## config.mk

```make
export PLATFORM = sky130hd
export DESIGN_NAME = operand_bank_arbiter
export DESIGN_NICKNAME = d
export VERILOG_FILES = /design/src/rtl/operand_bank_arbiter_pkg.sv /design/src/rtl/operand_bank_arbiter_rr_pick.sv /design/src/rtl/operand_bank_arbiter.sv
export SDC_FILE = /design/constraint.sdc
export NUM_CORES = 1
export LEC_CHECK = 0
export CELL_PAD_IN_SITES_DETAIL_PLACEMENT = 2
export CELL_PAD_IN_SITES_GLOBAL_PLACEMENT = 2
export CORE_ASPECT_RATIO = 2
export CORE_UTILIZATION = 20
export CTS_CLUSTER_SIZE = 16
export DETAILED_ROUTE_END_ITERATION = 12
export GPL_TIMING_DRIVEN = 0
export PLACE_DENSITY_LB_ADDON = 0.1
export SLEW_MARGIN = 20
export SYNTH_ARGS = -nofsm -noshare
export SYNTH_HDL_FRONTEND = slang
export SYNTH_SLANG_ARGS = --single-unit
```

## constraint.sdc

```tcl
create_clock -name clk_i -period 6.15 [get_ports clk_i]
set_input_delay 1.845 -clock clk_i [delete_from_list [all_inputs] [get_ports clk_i]]
set_output_delay 1.845 -clock clk_i [all_outputs]
set_load 0.05 [all_outputs]
```

## src/rtl/operand_bank_arbiter_pkg.sv

```systemverilog
// operand_bank_arbiter_pkg: shared operand-queue indices, types and default
// arbiter configuration for the VRF bank read-port arbiter.
package operand_bank_arbiter_pkg;

    localparam int unsigned NrOperandQueues = 9;
    localparam int unsigned DefQueueDepth   = 5;
    localparam int unsigned DefAddrWidth    = 8;
    localparam int unsigned ElenWidth       = 64;

    function automatic int unsigned idx_width(input int unsigned n);
        return (n > 1) ? $clog2(n) : 1;
    endfunction

    typedef logic [idx_width(NrOperandQueues)-1:0] opq_idx_t;
    typedef logic [$clog2(DefQueueDepth + 1)-1:0]  credit_t;
    typedef logic [ElenWidth-1:0]                  elen_t;

    typedef enum opq_idx_t {
        AluA, AluB, MulFPUA, MulFPUB, MulFPUC, StA, SlideAddrGenA, MaskB, MaskM
    } opq_e;

    // ALU and MFPU operand fetches sit on the critical issue path
    localparam logic [NrOperandQueues-1:0] DefHiPrioMask = NrOperandQueues'(
        (1 << AluA) | (1 << AluB) | (1 << MulFPUA) | (1 << MulFPUB) | (1 << MulFPUC));

endpackage

```

## src/rtl/operand_bank_arbiter_rr_pick.sv

```systemverilog
// operand_bank_arbiter_rr_pick: combinational round-robin picker; searches upward
// from ptr with wrap-around and returns a one-hot grant.
module operand_bank_arbiter_rr_pick #(
    parameter int unsigned N  = 9,
    parameter int unsigned PW = (N > 1) ? $clog2(N) : 1
) (
    input  logic [N-1:0]  req,
    input  logic [PW-1:0] ptr,
    output logic [N-1:0]  gnt,
    output logic          valid
);

    logic [N-1:0] upper, pool;

    // requests at or above the pointer take precedence; otherwise wrap to the bottom
    assign upper = req & ~((N'(1) << ptr) - N'(1));
    assign pool  = (upper != '0) ? upper : req;
    assign gnt   = pool & (~pool + N'(1));
    assign valid = req != '0;

endmodule

```

## src/rtl/operand_bank_arbiter.sv

```systemverilog
// operand_bank_arbiter: credit-based two-class round-robin arbiter sharing one VRF bank
// read port among the operand queues. Define OPBANK_STARVE_EN to add starvation promotion.
module operand_bank_arbiter
    import operand_bank_arbiter_pkg::*;
#(
    parameter int unsigned      NrReq       = NrOperandQueues,
    parameter int unsigned      QueueDepth  = DefQueueDepth,
    parameter logic [NrReq-1:0] HiPrioMask  = DefHiPrioMask,
    parameter int unsigned      ReadLatency = 1,
    parameter int unsigned      AddrWidth   = DefAddrWidth,
    parameter int unsigned      StarveLimit = 16,
    localparam int unsigned     CW          = $clog2(QueueDepth + 1),
    localparam int unsigned     IW          = idx_width(NrReq)
) (
    input  logic                       clk_i,
    input  logic                       rst_ni,
    input  logic [NrReq-1:0]           req_i,
    input  logic [NrReq*AddrWidth-1:0] req_addr_i,
    output logic [NrReq-1:0]           gnt_o,
    output logic                       vrf_req_o,
    output logic [AddrWidth-1:0]       vrf_addr_o,
    input  logic [ElenWidth-1:0]       vrf_rdata_i,
    output logic [ElenWidth-1:0]       operand_o,
    output logic [NrReq-1:0]           operand_valid_o,
    input  logic [NrReq-1:0]           queue_pop_i,
    output logic [NrReq*CW-1:0]        credit_o
);

    logic [NrReq-1:0] elig, hi_req, lo_req, hi_gnt, lo_gnt;
    logic             hi_valid, lo_valid, hi_win;
    logic [IW-1:0]    hi_ptr, lo_ptr, win, win_next;
    logic             tag_v   [ReadLatency];
    logic [IW-1:0]    tag_idx [ReadLatency];

    if (ReadLatency < 1 || ReadLatency > 2 || StarveLimit < 1) begin : g_bad_cfg
        $error("operand_bank_arbiter: ReadLatency must be 1 or 2 and StarveLimit nonzero");
    end

    for (genvar i = 0; i < NrReq; i++) begin : g_req
        logic [CW-1:0] credit;
        logic          pop;
        // a pop into an already empty queue would overflow the credit count
        assign pop     = queue_pop_i[i] && (credit != CW'(QueueDepth));
        assign elig[i] = req_i[i] && (credit != '0);
        always_ff @(posedge clk_i or negedge rst_ni) begin
            if (!rst_ni) credit <= CW'(QueueDepth);
            else if (gnt_o[i] && !pop) credit <= credit - CW'(1);
            else if (pop && !gnt_o[i]) credit <= credit + CW'(1);
        end
        assign credit_o[i*CW +: CW] = credit;
        assign operand_valid_o[i]   = tag_v[ReadLatency-1] && (tag_idx[ReadLatency-1] == IW'(i));
        a_no_pop_when_full: assert property (@(posedge clk_i) disable iff (!rst_ni)
            !(queue_pop_i[i] && credit == CW'(QueueDepth)));
    end

    assign hi_req = elig & HiPrioMask;
    assign lo_req = elig & ~HiPrioMask;

    operand_bank_arbiter_rr_pick #(.N(NrReq)) i_hi_pick (
        .req(hi_req), .ptr(hi_ptr), .gnt(hi_gnt), .valid(hi_valid)
    );

    operand_bank_arbiter_rr_pick #(.N(NrReq)) i_lo_pick (
        .req(lo_req), .ptr(lo_ptr), .gnt(lo_gnt), .valid(lo_valid)
    );

`ifdef OPBANK_STARVE_EN
    localparam int unsigned SW = $clog2(StarveLimit + 1);
    logic [NrReq-1:0] starved, starve_gnt;
    for (genvar i = 0; i < NrReq; i++) begin : g_starve
        if (HiPrioMask[i]) begin : g_hi
            assign starved[i] = 1'b0;
        end else begin : g_lo
            logic [SW-1:0] wait_cnt;
            always_ff @(posedge clk_i or negedge rst_ni) begin
                if (!rst_ni) wait_cnt <= '0;
                else if (gnt_o[i]) wait_cnt <= '0;
                else if (elig[i] && wait_cnt != SW'(StarveLimit)) wait_cnt <= wait_cnt + SW'(1);
            end
            assign starved[i] = elig[i] && (wait_cnt == SW'(StarveLimit));
        end
    end
    // promoted requesters outrank the regular high class, lowest index first
    assign starve_gnt = starved & (~starved + NrReq'(1));
    assign gnt_o      = (starved != '0) ? starve_gnt : hi_valid ? hi_gnt : lo_gnt;
    assign hi_win     = (starved != '0) || hi_valid;
`else
    assign gnt_o  = hi_valid ? hi_gnt : lo_gnt;
    assign hi_win = hi_valid;
`endif

    assign vrf_req_o = hi_valid || lo_valid;

    always_comb begin
        win        = '0;
        vrf_addr_o = '0;
        for (int i = 0; i < NrReq; i++) begin
            if (gnt_o[i]) begin
                win        = IW'(i);
                vrf_addr_o = req_addr_i[i*AddrWidth +: AddrWidth];
            end
        end
    end

    assign win_next  = (win == IW'(NrReq - 1)) ? '0 : win + IW'(1);
    assign operand_o = tag_v[ReadLatency-1] ? vrf_rdata_i : '0;

    always_ff @(posedge clk_i or negedge rst_ni) begin
        if (!rst_ni) begin
            hi_ptr <= '0;
            lo_ptr <= '0;
        end else if (vrf_req_o) begin
            if (hi_win) hi_ptr <= win_next;
            else lo_ptr <= win_next;
        end
    end

    // tag chain mirrors the bank pipeline so data lands in the queue that asked for it
    always_ff @(posedge clk_i or negedge rst_ni) begin
        if (!rst_ni) begin
            for (int s = 0; s < ReadLatency; s++) begin
                tag_v[s]   <= 1'b0;
                tag_idx[s] <= '0;
            end
        end else begin
            tag_v[0]   <= vrf_req_o;
            tag_idx[0] <= win;
            for (int s = 1; s < ReadLatency; s++) begin
                tag_v[s]   <= tag_v[s-1];
                tag_idx[s] <= tag_idx[s-1];
            end
        end
    end

endmodule
```

Yosys cells after proc, flatten, opt, wreduce, memory -nomap -nowiden --
Cells that the tools add are included.
Storage, ports and cells: register bits 40, word-level logic and storage cells 194
Cells by class: $add $sub $neg 23, eq/ne operators 18, shift-type cells 2, muxes and demuxes 40, bitwise gates (word level) 9, reduce and logical (&&, ||, !) cells 89
Operators with widths (number):
- $mux W8 | 9
- $mux W64 | 1
- $mux W3 | 18
- $logic_and A1 B1 Y1 | 45
- $not A9 Y9 | 4
- $reduce_bool A9 Y1 | 4
- $mux W4 | 8
- $add A3 B1 Y3 const B | 9
- $and A9 B9 Y9 | 3
- $mux W9 | 3
- $ne A3 B3 Y1 const B | 9
- $reduce_bool A3 Y1 | 9
- $sub A3 B1 Y3 const B | 9
- $add A9 B1 Y9 const B | 2
- $logic_not A1 Y1 | 18
- $reduce_bool A2 Y1 | 9
- $shl A1 B4 Y9 const A | 2
- $sub A9 B1 Y9 const B | 2
- $eq A4 B3 Y1 const B | 4
- $and A5 B9 Y9 | 1
- $eq A4 B2 Y1 const B | 2
- $eq A4 B4 Y1 const B | 2
- $add A4 B1 Y4 const B | 1
- $eq A4 B1 Y1 const B | 1
- other kinds (5) | 6

Longest topological paths before layout --
depth after elaboration 20, gate-level depth with buffers 17, depth with buffers taken out 16

By module --
A second synthesis with hierarchy kept.
Second synthesis, totals: cell total of the unflattened synthesis 643, area, all modules 5170.0 sq um
By module, submodules not included:
- operand_bank_arbiter | times used 1, cells each 469, area each 3823.7 sq um, seq. area each 1023.5 sq um
- operand_bank_arbiter_rr_pick | times used 2, cells each 87, area each 673.1 sq um, seq. area each 0.0 sq um

Least setup slack after synthesis --
Ideal clock, no wire load.
kind input -> output, from input req_i[0], to output vrf_addr_o[0], arrival time 5084 ps, data required time 4305 ps, path slack -779 ps, stages 8, path buffers 0, cells stage by stage o31ai_1 -> o21ai_4 -> nor2_4 -> and4_4 -> nor4_1 -> a222oi_1 -> a31oi_1 -> a221o_1
Between the ends: elaborated cells on any way between the ends 18, those cells by class add/sub: 1; mux: 11; bitwise: 3; reduce/logical: 3
RTL lines:
- start, declared | line operand_bank_arbiter.sv:17 | input logic [NrReq-1:0] req_i,
- $logic_and A1 B1 Y1 * | line operand_bank_arbiter.sv:44 | assign elig[i] = req_i[i] && (credit != '0);
- $and A5 B9 Y9 | line operand_bank_arbiter_rr_pick.sv:16 | assign upper = req & ~((N'(1) << ptr) - N'(1));
- $reduce_bool A9 Y1 | line operand_bank_arbiter_rr_pick.sv:17 | assign pool = (upper != '0) ? upper : req;
- $mux W9 | line operand_bank_arbiter_rr_pick.sv:17
- $not A9 Y9 | line operand_bank_arbiter_rr_pick.sv:18 | assign gnt = pool & (~pool + N'(1));
- $add A9 B1 Y9 | line operand_bank_arbiter_rr_pick.sv:18
- $and A9 B9 Y9 | line operand_bank_arbiter_rr_pick.sv:18
- $mux W9 * | line operand_bank_arbiter.sv:88 | assign gnt_o = hi_valid ? hi_gnt : lo_gnt;
- via gnt_o[1] | line operand_bank_arbiter.sv:19 | output logic [NrReq-1:0] gnt_o,
- $mux W8 * (8 in a row) | line operand_bank_arbiter.sv:98 | if (gnt_o[i]) begin
- end, declared | line operand_bank_arbiter.sv:21 | output logic [AddrWidth-1:0] vrf_addr_o,
Mark *: on every way through the listed nets, which the timed path passes. The rest lies on a longest branch.

Final worst setup path --
from input req_i[8], to output vrf_addr_o[4]
Between the ends: word-level cells in the longest chain between the ends 17
Ends and longest elaborated chain (line):
- $logic_and A1 B1 Y1 * | operand_bank_arbiter.sv:44
- $and A9 B9 Y9 | operand_bank_arbiter_rr_pick.sv:16
- $reduce_bool A9 Y1 | operand_bank_arbiter_rr_pick.sv:17
- $mux W9 * | operand_bank_arbiter_rr_pick.sv:17
- $not A9 Y9 | operand_bank_arbiter_rr_pick.sv:18
- $add A9 B1 Y9 | operand_bank_arbiter_rr_pick.sv:18
- $and A9 B9 Y9 * | operand_bank_arbiter_rr_pick.sv:18
- $mux W9 * | operand_bank_arbiter.sv:88
- $mux W8 (8 in a row) | operand_bank_arbiter.sv:98
- $mux W8 * | operand_bank_arbiter.sv:98
Mark *: on every way between the ends. The rest lies on a longest branch, timed or not.

==> implementation parameters <==
Parameter                              Value

Clock network
  Post-CTS Hold Buffers    0
  Clock latency on the worst-skew pair    0.29 ns
  Maximum clock path buffer count    2
  Count of clock tree sinks    40
  Register clock-pin slew on the reported worst setup and hold paths    0.06 ns
  Root buffer cell    sky130_fd_sc_hd__clkbuf_16
  Cts bufs inserted    5
  Number of H-tree levels    2
  CTS tree    built

Worst setup path
  Worst reg2reg setup slack    1.79 ns
  Crit. End Element    output port
  Critical-path maximum fanout    5
  Critical path data arrival time    4.25 ns
  Worst path required time    4.30 ns
  Startpoint type of the worst setup path    primary input
  CP Class    in2out

Timing
  PnR worst setup slack    0.05917 ns
  Max-slew headroom    0.3911
  Pin slew with the least headroom to its limit    0.9055 ns
  Setup skew after layout    0.006216 ns
  Slew Viols, Final    0
  Maximum clock frequency    164.2 MHz
  Post-Route Setup TNS    0 ns
  Final-report setup violation count    0
  Shortest period the worst path allows    6.091 ns
  Period Utilization, post-route    0.9904
  Final hold violation count    0

Place
  Total placed cells including tap cells    965
  Number of buffers added on ports    273
  Final HPWL from detailed placement    17280 um
  Worst slack after detailed placement    -1.165 ns
  Final weighted congestion in routability-driven placement    0.7522

Synth
  Synthesis-stage register bit count    40
  Top post-synthesis cells by area    sky130_fd_sc_hd__dfrtp_1, sky130_fd_sc_hd__dfstp_2, sky130_fd_sc_hd__and2_1
  Primary flip-flop cell chosen by synthesis mapping    sky130_fd_sc_hd__dfrtp_1
  Synthesized instance count    436
  Count of flip-flops with a built-in enable after synthesis    0
  Sequential cell area fraction in the yosys report    0.2650
  Syn_nets    613
  Area of the mapped netlist    0.003862 mm2
  Largest area contributor in the synthesized netlist    sky130_fd_sc_hd__dfrtp_1
  Share of Yosys cell area claimed by the top area cell type    0.1425
  Fraction of synthesis flops using an asynchronous set or reset pin    1.000
  Netlist cell types    79
  Yosys warning count    0
  Syn avg cell area    8.859 um2

Drt
  Aggregate routed wire length    20670 um
  Vias    4745
  DRC marker count from the first detailed-route iteration    75
  Wire per inst    20.60 um
  Antenna violation net count after detailed routing    0
  DRC errors left    0
  TritonRoute pass-1 iters    4
  Post-DR vias/cell    4.731

Die
  Die Area    0.01991 mm2
  Std cell rows    71
  Die extent in y    198.5 um
  Effective utilization at floorplan    0.2051
  Overall die width    100.3 um
  Number of top-level pins    274
  Core area    0.01883 mm2

Cells and area
  Post-route non-filler standard cell count    1003
  Relative area change from synthesis to final layout    95.46%
  Most common library cell in the layout ignoring fill and taps    sky130_fd_sc_hd__clkdlybuf4s50_1
  Layout Nets    923
  Commonest cells after routing, fill and taps aside    sky130_fd_sc_hd__clkdlybuf4s50_1, sky130_fd_sc_hd__and2_1, sky130_fd_sc_hd__nor2_1, sky130_fd_sc_hd__inv_1, sky130_fd_sc_hd__buf_4
  Fill count    2133
  Ratio of cells with drive above 1 in the final layout    0.1727

Status
  Result of the run    complete, no violations

Global routing
  First-pass GRT wire length    30420 um
  Antenna violations before repair    1
  GRT Total Usage    0.2045
  Number of global-route vias before repair    5296
  Remaining global-route overflow    0
  Maximum number of pins on one net before global-route repair    27

Power
  Leakage power    0.003112 uW
  Total power density per cell area    544.2 mW/mm2
  Post-layout power    4109 uW
  Worst vdd ir    311.7 uV

Job
  Number of max-capacitance violations reported    0

Worst hold path
  Type of the tightest min-delay check    reg2reg
==> report_power, final <==
part	total [uW]	leakage [uW]	internal, uW	switching, uW
clock network	319	0.0000871	203	116
logic	3130	0.00257	1180	1950
registers	659	0.000456	451	208
==> registers in the layout, indices dropped and copies added (netlist names) <==
| signal | cells |
|---|---|
| g_req.credit | 27 |
| hi_ptr | 4 |
| lo_ptr | 4 |
| tag_idx | 4 |
| tag_v | 1 |
==> cells in the mapped netlist, drive strengths merged (4+ instances only) <==
library cell / instances
xnor2: 10
o221ai: 4
xor2: 19
a22o: 8
and2: 67
a221oi: 4
nor4b: 4
dfstp: 18
o31a: 8
clkbuf: 10
dfrtp: 22
a221o: 5
nor3: 14
nor2: 37
ha: 12
mux2: 4
nand2: 31
inv: 35
o31ai: 7
nand3: 11
a222oi: 4
mux2i: 9
a31oi: 5
fa: 9
a21oi: 8
o21ai: 16
buf: 4
==> logic make-up (layout without fill, tap and decap cells) <==
kind of cell | Yosys count | after routing | share of synthesized area
AND/OR/NAND/NOR | 186 | 188 | 0.2744
AO/OA/AOI/OAI | 98 | 98 | 0.2138
buffers and inverters | 49 | 358 | 0.06058
flip-flops | 40 | 40 | 0.2650
XOR/XNOR | 29 | 29 | 0.06576
adder cells (fa/ha/maj) | 21 | 21 | 0.08552
multiplexers | 13 | 13 | 0.03499
other | 0 | 1 | 0
==> routing by layer <==
layer	vias up	global-route usage	wire length (um)
li1	2178	-	-
met1	2302	0.1795	6549
met3	36	0.03443	1230
met2	229	0.4282	12110
met4	0	0.09393	779
met5	-	0	0
==> final timing paths <==
path | from | to | depth (start not counted)
setup reg to reg | hi_ptr[2]$_DFFE_PN0P_ | g_req[2].credit[2]$_DFFE_PN1P_ | 16
max in group asynchronous | rst_ni | g_req[8].credit[2]$_DFFE_PN1P_ | 2
setup / recovery | req_i[8] | vrf_addr_o[4] | 9
hold reg to reg | g_req[5].credit[0]$_DFFE_PN1P_ | g_req[5].credit[0]$_DFFE_PN1P_ | 1
hold / removal | g_req[5].credit[0]$_DFFE_PN1P_ | g_req[5].credit[0]$_DFFE_PN1P_ | 1
min in group asynchronous | rst_ni | g_req[0].credit[1]$_DFFE_PN0P_ | 1
==> worst max-delay path: stages <==
cell and delay (ns):
sky130_fd_sc_hd__clkdlybuf4s50_1 0.48, sky130_fd_sc_hd__o31ai_1 0.15, sky130_fd_sc_hd__a21oi_1 0.29, sky130_fd_sc_hd__nor3_1 0.10
sky130_fd_sc_hd__o211a_4 0.26, sky130_fd_sc_hd__or2_2 0.35, sky130_fd_sc_hd__a221o_1 0.27, sky130_fd_sc_hd__a221o_1 0.33
sky130_fd_sc_hd__buf_6 0.16
==> area by class of cell <==
class,instances,area (um2),share of cell area
inverters,35,138.9,0.01840
well taps,255,319.1,0.04226
multi-input cells,349,2820,0.3735
clock buffers,6,138.9,0.01840
flip-flops and latches,40,1023,0.1356
repair buffers,302,2959,0.3919
clock inverters,2,38.79,0.005138
diodes,1,2.502,0.0003315
plain buffers,13,108.9,0.01442
==> repair_timing <==
item	in CTS	in global routing
pin swaps	11	12
cloned	1	1
resized for setup	92	14
setup endpoints to repair	17	12
setup buffers	14	14
==> stage by stage <==
step,area [um2],hold WS [ns],utilization
after detailed placement,6945,0.5086,0.3688
after global placement,6930,0.5052,0.3680
final,7550,0.5157,0.4009
after CTS,7392,0.5190,0.3925
after floorplan,3879,0.4791,-
after global routing,7550,0.5306,0.4009
No activity file was read; power rests on OpenSTA's default activity.
